### config.mk
export PLATFORM = sky130hd
export DESIGN_NAME = hazard_fwd_unit
export DESIGN_NICKNAME = d
export VERILOG_FILES = /design/src/rtl/hazard_fwd_unit.sv
export SDC_FILE = /design/constraint.sdc
export NUM_CORES = 1
export LEC_CHECK = 0
export CAP_MARGIN = 20
export CORE_ASPECT_RATIO = 1.5
export CORE_MARGIN = 2
export CORE_UTILIZATION = 51
export CTS_CLUSTER_DIAMETER = 50
export DETAILED_ROUTE_END_ITERATION = 7
export GPL_ROUTABILITY_DRIVEN = 0
export GPL_TIMING_DRIVEN = 1
export PLACE_DENSITY = 0.79
export SYNTH_ARGS = -nofsm -noshare
export SYNTH_HDL_FRONTEND = slang
export SYNTH_SLANG_ARGS = --single-unit
### constraint.sdc
create_clock -name clk -period 2.6 [get_ports clk]
set_input_delay 0.78 -clock clk [delete_from_list [all_inputs] [get_ports clk]]
set_output_delay 0.78 -clock clk [all_outputs]
set_load 0.005 [all_outputs]
### src/rtl/hazard_fwd_unit.sv
// Pipeline hazard tracking for the MIPS datapath: carries each decoded writer through
// EX/MEM/WB and derives operand forwarding, decode bypass and load-use stall control.
package the_pkg;
    parameter int BR = 5;

    typedef struct packed {
        logic          valid;
        logic [BR-1:0] rs;
        logic [BR-1:0] rt;
        logic          uses_rs;
        logic          uses_rt;
        logic [BR-1:0] dest;
        logic          regwrite;
        logic          memread;
    } ex_slot_t;

    typedef struct packed {
        logic          valid;
        logic [BR-1:0] dest;
        logic          regwrite;
        logic          memread;
    } wr_slot_t;
endpackage

module hazard_fwd_unit
    import the_pkg::*;
#(
    parameter int CW = 16
) (
    input  logic          clk,
    input  logic          rst_n,
    input  logic          id_valid,
    input  logic [BR-1:0] id_rs,
    input  logic [BR-1:0] id_rt,
    input  logic          id_uses_rs,
    input  logic          id_uses_rt,
    input  logic [BR-1:0] id_dest,
    input  logic          id_regwrite,
    input  logic          id_memread,
    input  logic          flush,
    output logic          stall,
    output logic [1:0]    fwd_a,
    output logic [1:0]    fwd_b,
    output logic          byp_a,
    output logic          byp_b,
    output logic [CW-1:0] stall_cnt
);

    ex_slot_t ex_q;
    wr_slot_t mem_q;
    wr_slot_t wb_q;

    logic ex_live;
    logic mem_live;
    logic wb_live;

    // Register 0 is hard-wired to zero, so a write to it never creates a dependency.
    function automatic logic is_live(input logic v, input logic rw, input logic [BR-1:0] d);
        return v & rw & (d != '0);
    endfunction

    // MEM holds the younger writer, so it wins over WB.
    function automatic logic [1:0] fwd_sel(input logic en, input logic [BR-1:0] src,
                                           input logic m_live, input logic [BR-1:0] m_dest,
                                           input logic w_live, input logic [BR-1:0] w_dest);
        if (!en)                            return 2'b00;
        else if (m_live && m_dest == src)   return 2'b10;
        else if (w_live && w_dest == src)   return 2'b01;
        else                                return 2'b00;
    endfunction

    assign ex_live  = is_live(ex_q.valid,  ex_q.regwrite,  ex_q.dest);
    assign mem_live = is_live(mem_q.valid, mem_q.regwrite, mem_q.dest);
    assign wb_live  = is_live(wb_q.valid,  wb_q.regwrite,  wb_q.dest);

    always_comb begin
        // NOTE: every output gets a default first so no path leaves it unassigned (no latch).
        stall = 1'b0;
        fwd_a = 2'b00;
        fwd_b = 2'b00;
        byp_a = 1'b0;
        byp_b = 1'b0;

        if (ex_live && ex_q.memread && id_valid &&
            ((id_uses_rs && id_rs == ex_q.dest) || (id_uses_rt && id_rt == ex_q.dest)))
            stall = 1'b1;

        fwd_a = fwd_sel(ex_q.valid & ex_q.uses_rs, ex_q.rs, mem_live, mem_q.dest, wb_live, wb_q.dest);
        fwd_b = fwd_sel(ex_q.valid & ex_q.uses_rt, ex_q.rt, mem_live, mem_q.dest, wb_live, wb_q.dest);

        byp_a = id_valid & id_uses_rs & wb_live & (wb_q.dest == id_rs);
        byp_b = id_valid & id_uses_rt & wb_live & (wb_q.dest == id_rt);
    end

    always_ff @(posedge clk) begin
        // NOTE: sequential state uses non-blocking assignments so every slot shifts on the same edge.
        if (!rst_n) begin
            ex_q      <= '0;
            mem_q     <= '0;
            wb_q      <= '0;
            stall_cnt <= '0;
        end else begin
            mem_q <= {ex_q.valid, ex_q.dest, ex_q.regwrite, ex_q.memread};
            wb_q  <= mem_q;

            // A flush coinciding with a stall still inserts only one bubble.
            if (flush || stall)
                ex_q <= '0;
            else
                ex_q <= {id_valid, id_rs, id_rt, id_uses_rs, id_uses_rt,
                         id_dest, id_regwrite, id_memread};

            if (stall && stall_cnt != '1)
                stall_cnt <= stall_cnt + CW'(1);
        end
    end

    // The load flag retires with the WB slot; nothing downstream reads it here.
    logic unused_wb_memread;
    assign unused_wb_memread = wb_q.memread;

endmodule

==> results_dict.tcl, run 1 <==
set metrics [dict create \
    status "complete, but fails checks" \
    violations "setup timing" \
    h-tree-depth 2 \
    clock_latency_ps 310 \
    area_delta_synth_final_pct 41.8 \
    drc 0 \
    tns_ps -469 \
    wire_per_inst_um 16.9 \
    p_leak_uw 0.00136 \
    cts_tree "yes" \
    cp_slowest_cell "or4_4" \
    initial_utilization_pct 52.8 \
    r2r_start "ex_q[5]$_SDFF_PP0_" \
    die_area_um2 5230 \
    antenna_cells 0 \
    overflow 0 \
    min-delay-path-class "reg -> reg" \
    skew_ps 7.13 \
    r2r_end "stall_cnt[12]$_SDFFE_PN0P_" \
    core-area_um2 4500 \
    postRouteAntennaNets 0 \
    grt_max_degree 30 \
    clkTransAtPathRegs_ps 90 \
    max_stage_delay_ps 530 \
    post-dp-hpwl_um 4730 \
    cts.path.max_buffers 2 \
    crit_type "reg -> out" \
    placed_area_um2 3120 \
    fp.dieH_um 87.6 \
    critPathTopFamily "simple AND/OR/NAND/NOR gates" \
    grt_usage_pct 26.3 \
    end_kind "output port" \
    path_depth 7 \
    slew_viol_final 0 \
    max_slew_margin_pct 71.5 \
    drive_above_1_share_pct 26.2 \
    clkSinkCount 50 \
    syn_nets 285 \
    synth_area_um2 2380 \
    grt_pass1_vias 2273 \
    numPortBuffers 45 \
    grt_pass1_wl_um 10300 \
    yosysSeqAreaShare_pct 42.1 \
    worst_pin_slew_ps 426 \
    numCtsBuffers 5 \
    syn_area_per_cell_um2 9.11 \
    regArea_um2 1010 \
    synth_seq_cells 50 \
    worstSetupStartpointType "register" \
    period_share_pct 107 \
    worstPathCellList "or4_4, o211ai_1, buf_4, nor4_2, buf_4, nor3_2, buf_2" \
    via_per_inst 5.69 \
    setup-violations-final 4 \
    finalCriticalPeriod_ps 2780 \
    rrSetupSlack_ps 380 \
    hold_start "ex_q[1]$_SDFF_PP0_" \
    antenna_found_initial 0 \
    synth.distinct_cells 36 \
    p_per_area_nw_per_um2 487 \
    worst_ep_arrival_time_ps 2000 \
    first_iter_violations 78 \
    nets 366 \
    synth_warnings 0 \
    cp_common_cell "buf_4" \
    fin_ws_ps -176 \
    holdPathStages 1 \
    multi_input_area_um2 1420 \
    syn_inst 261 \
    hold_violations 0 \
    worst_hold_slack_ps 461 \
    worstHoldEndpoint "mem_q[1]$_SDFF_PN0_" \
    dr_total_vias 2223 \
    fill_cells 319 \
    stdcell_area_um2 3370 \
    die_width_um 59.7 \
    rr_worst_depth 8 \
    firstDrtPassIters 5 \
    ios 46 \
    max_freq_mhz 360 \
    cp_data_required_time_ps 1820 \
    num_rows 30 \
    cap_violations 0 \
    wl_um 6630 \
    worst-path-buf-inv 3 \
    root_buffer "clkbuf_8" \
    rsz0062_at_grt "true" \
    cp_max_fo 2 \
    vdd_drop_max_uv 531 \
]
[what timing repair did]
item | 4_1_cts | 5_1_grt
hold buffers | 0 | 0
setup buffers | 6 | 3
pin swaps | 20 | 14
resized for setup | 71 | 16
endpoints found under the setup margin | 7 | 7
[power breakdown]
group          switching (µW)  internal, µW
Combinational            78.8          91.6
Sequential               17.3           782
Clock                     261           410
[metal layers]
metal	part of all wire, %	vias to the layer above	GRT usage (%)
met5	0	-	0
met4	3.1	0	11.3
met3	3.5	15	3.84
met2	55	76	51.0
met1	38	1054	26.6
li1	-	1078	-
[cells by family (layout without fill, tap and decap cells)]
kind of cell               Yosys count  count (layout)  synth area share [%]
adders and majority gates            1               1                 0.526
muxes                                2               2                 0.842
AOI/OAI and AO/OA                   34              34                  9.79
DFF                                 50              50                  42.1
and+or+nand+nor                    115             115                  28.3
xor gates and xnor gates            40              40                  14.7
buffers and inverters               19             101                  3.68
[sequential cells by signal, indices dropped and copies added (netlist names)]
register and count:
stall_cnt 16, mem_q 7, ex_q 20, wb_q 7
[metrics by stage]
step | utilization [%] | std cells | power (µW) | worst slack (ps)
2_1_floorplan | - | 261 | 881 | 130
3_3_place_gp | 69.3 | 378 | 971 | -703
3_5_place_dp | 69.3 | 378 | 976 | -740
4_1_cts | 73.5 | 392 | 1640 | -176
5_1_grt | 74.8 | 391 | 1690 | -242
6_report | 74.8 | 391 | 1640 | -176
[synthesized netlist by cell type (all sizes together)]
master   instances  area (µm²)
dfxtp           50        1000
and2            35         219
xnor2           20         175
xor2            20         175
nand3           16        80.1
clkbuf          12        45.0
nand4           12        75.1
a21oi           11        58.8
nand2           10        40.0
nor4             8        50.1
or4              8        60.1
nor2             6        22.5
o21ai            6        30.0
nor3             5        25.0
or3              5        31.3
inv              4        15.0
nand2b           4        25.0
o31ai            4        30.0
and3             3        18.8
and4             3        26.3
buf              3        27.5
mux2i            2        20.0
o211ai           2        15.0
o311ai           2        17.5
o41ai            2        17.5
a2111oi          1        15.0
a211oi           1        7.51
a21o             1        7.51
ha               1        12.5
o211a            1        10.0
o22a             1        8.76
o22ai            1        6.26
o31a             1        8.76
[cells in the final DEF, fill, tap and decap left out, types with 3 or more instances in the layout]
master,n
nand2b_1,4
nor2_1,6
and3_1,3
nand2_1,7
nor3_1,4
o21ai_0,6
xnor2_1,17
nor4_1,4
or4_1,6
clkbuf_8,6
o31ai_1,4
xor2_1,15
or3_1,5
nor4_2,3
nand4_1,12
dlygate4sd2_1,3
buf_2,12
xnor2_2,3
xor2_2,3
a21oi_1,10
and4_1,3
buf_4,43
and2_1,35
nand3_1,16
inv_1,4
dfxtp_1,47
nand2_2,3
clkdlybuf4s50_1,25
[worst max-delay path by stage]
stage / start / end / slack (ps)
floorplan: id_rt[0] / stall / 130
global placement: id_rs[1] / byp_a / -700
detailed placement: id_rs[1] / byp_a / -740
CTS: mem_q[6]$_SDFF_PN0_ / fwd_a[0] / -180
global route: mem_q[3]$_SDFF_PN0_ / fwd_a[0] / -240
finish: mem_q[3]$_SDFF_PN0_ / fwd_a[0] / -180
[cell type report]
cell class	count	share of cell area [%]
inverters	4	0.445
flip-flops and latches	50	29.9
multi-input cells	192	42.2
well taps	48	1.78
clock inverters	2	1.78
repair buffers	89	21.5
clock buffers	6	2.45
Note: power is estimated with default switching activity, not from simulation.
==> run 2, diff against run 1 <==
--- a/config.mk
+++ b/config.mk
@@ -7,13 +7,14 @@
 export LEC_CHECK = 0
 export CAP_MARGIN = 20
 export CORE_ASPECT_RATIO = 1.5
-export CORE_MARGIN = 2
-export CORE_UTILIZATION = 51
+export CORE_MARGIN = 5
+export CORE_UTILIZATION = 52
+export CTS_BUF_LIST = sky130_fd_sc_hd__clkbuf_8
 export CTS_CLUSTER_DIAMETER = 50
 export DETAILED_ROUTE_END_ITERATION = 7
 export GPL_ROUTABILITY_DRIVEN = 0
 export GPL_TIMING_DRIVEN = 1
-export PLACE_DENSITY = 0.79
+export PLACE_DENSITY = 0.8
 export SYNTH_ARGS = -nofsm -noshare
 export SYNTH_HDL_FRONTEND = slang
 export SYNTH_SLANG_ARGS = --single-unit
==> run 2 against run 1 <==
Against the previous run: the run still ends with setup timing left; via count fell by 1.9%; critical path depth did not move; non-clock buffer count fell by 8; largest power group unchanged.
==> results_dict.tcl, run 2 (synthesized netlist as in run 1, its figures left out) <==
set metrics [dict create \
    fin_ws_ps -125 \
    wire_per_inst_um 16.8 \
    ios 46 \
    grt_usage_pct 22.0 \
    period_share_pct 105 \
    overflow 0 \
    worst_ep_arrival_time_ps 1940 \
    numCtsBuffers 5 \
    numPortBuffers 45 \
    crit_type "reg -> out" \
    cts.path.max_buffers 2 \
    max_freq_mhz 367 \
    min-delay-path-class "reg -> reg" \
    combPwrFrac_pct 11.4 \
    stdcell_area_um2 3200 \
    p_clk_share_pct 31.4 \
    firstDrtPassIters 4 \
    worst_pin_slew_ps 430 \
    worstSetupStartpointType "register" \
    first_iter_violations 69 \
    cap_violations 0 \
    finalNonFillerCells 382 \
    die_area_um2 6050 \
    final_common_cell "dfxtp_1" \
    antenna_cells 0 \
    finalCriticalPeriod_ps 2720 \
    netSwitchingPower_uw 345 \
    p_sw_share_pct 24.7 \
    grt_max_degree 30 \
    dp.cells 370 \
    postRouteAntennaNets 0 \
    clock_latency_ps 300 \
    num_rows 30 \
    intPower_uw 1050 \
    slew_viol_final 0 \
    post-dp-hpwl_um 4660 \
    antenna_found_initial 0 \
    p_per_area_nw_per_um2 436 \
    via_per_inst 5.71 \
    hold_buffers 0 \
    drive_above_1_share_pct 23.7 \
    cp_data_required_time_ps 1820 \
    total_power_uw 1400 \
    placed_area_um2 3060 \
    drc 0 \
    cp_max_fo 2 \
    crit_start "mem_q[3]$_SDFF_PN0_" \
    violations "setup timing" \
    hold_violations 0 \
    grt_pass1_vias 2251 \
    grt_pass1_wl_um 10400 \
    seq_power_share_pct 57.2 \
    core-area_um2 4470 \
    rsz0062_at_grt "true" \
    dr_total_vias 2181 \
    final_util_pct 71.7 \
    cp_slowest_cell "or4_4" \
    max_slew_margin_pct 71.1 \
    clkTransAtPathRegs_ps 90 \
    top_register "ex_q" \
    max_stage_delay_ps 540 \
    largest_reg_flops 20 \
    cts_tree "yes" \
    skew_ps 10.0 \
    p_leak_uw 0.00128 \
    die_width_um 65.2 \
    reg.largest.list "ex_q: 20 flops, stall_cnt: 16 flops" \
    hold_start "ex_q[1]$_SDFF_PP0_" \
    status "complete, but fails checks" \
    wl_um 6410 \
    vdd_drop_max_uv 348 \
    setup-violations-final 4 \
    clkSinkCount 50 \
    initial_utilization_pct 53.2 \
    cp_common_cell "buf_4" \
    final_cell_mix "dfxtp_1 (47), buf_4 (36), and2_1 (35)" \
    r2r_start "stall_cnt[0]$_SDFFE_PN0P_" \
    root_buffer "clkbuf_8" \
    area_delta_synth_final_pct 34.8 \
    nets 358 \
    end_kind "output port" \
    worst_hold_slack_ps 459 \
    h-tree-depth 2 \
    fp.dieH_um 92.8 \
    worstPathCellList "or4_4, o211ai_1, buf_4, nor4_2, buf_4, nor3_2, buf_2" \
]
## run 2: cell types whose count changed in the layout (fill, tap and decap cells not counted), sizes merged
cell,change
bufinv,-2
buf,-7
clkinvlp,+2
dlygate4sd2,-1
clkdlybuf4s15,-1
## run 2: metal layers
metal	part of all wire, %	routed length (µm)	up-vias	track usage [%]
met4	4.7	303	0	12.1
met1	38	2400	1033	22.9
met2	54	3460	61	40.7
met3	3.7	237	20	3.52
met5	0	0	-	0
li1	-	-	1067	-
## run 2: worst paths after layout
path,end,slack [ps],depth (start not counted)
worst min-delay path,mem_q[1]$_SDFF_PN0_,460,1
worst min register to register,mem_q[1]$_SDFF_PN0_,460,1
worst max register to register,stall_cnt[3]$_SDFFE_PN0P_,400,7
worst max-delay path,fwd_b[0],-120,7
## run 2: power groups by stage
| stage | combinational, µW | sequential [µW] | clock [µW] |
|---|---|---|---|
| finish | 159 | 799 | 439 |
| global route | 171 | 801 | 486 |
| CTS | 156 | 799 | 450 |
| detailed placement | 154 | 817 | 0 |
| global placement | 151 | 816 | 0 |
| floorplan | 69.7 | 812 | 0 |
## run 2: worst max-delay path, delay by kind of cell (launching register included)
family | cells | cell delay, ps
AND/OR/NAND/NOR | 3 | 710
buffers and inverters | 3 | 430
flip-flops | 1 | 330
AO/OA/AOI/OAI | 1 | 180
## run 2: timing repair
action                     in CTS  in global routing
setup buffers                   4                  3
hold endpoints to repair        0                  0
gates resized for setup        63                 25
pin swaps                      19                 22
setup endpoints to repair       7                  7
## run 2: area by class of cell
cell class	count	area, µm²
clock buffer	5	68.8
clock inverter	2	15.0
fill	358	1260
inverter	4	15.0
multi-input combinational	192	1380
sequential	50	1010
tap	48	60.1
timing repair buffer	81	662
## run 2: per-stage QoR
step	setup TNS, ps	worst slack [ps]
final	-381	-125
after global routing	-773	-238
after CTS	-313	-101
after detailed placement	-6000	-691
after global placement	-5310	-687
after floorplan	0	130
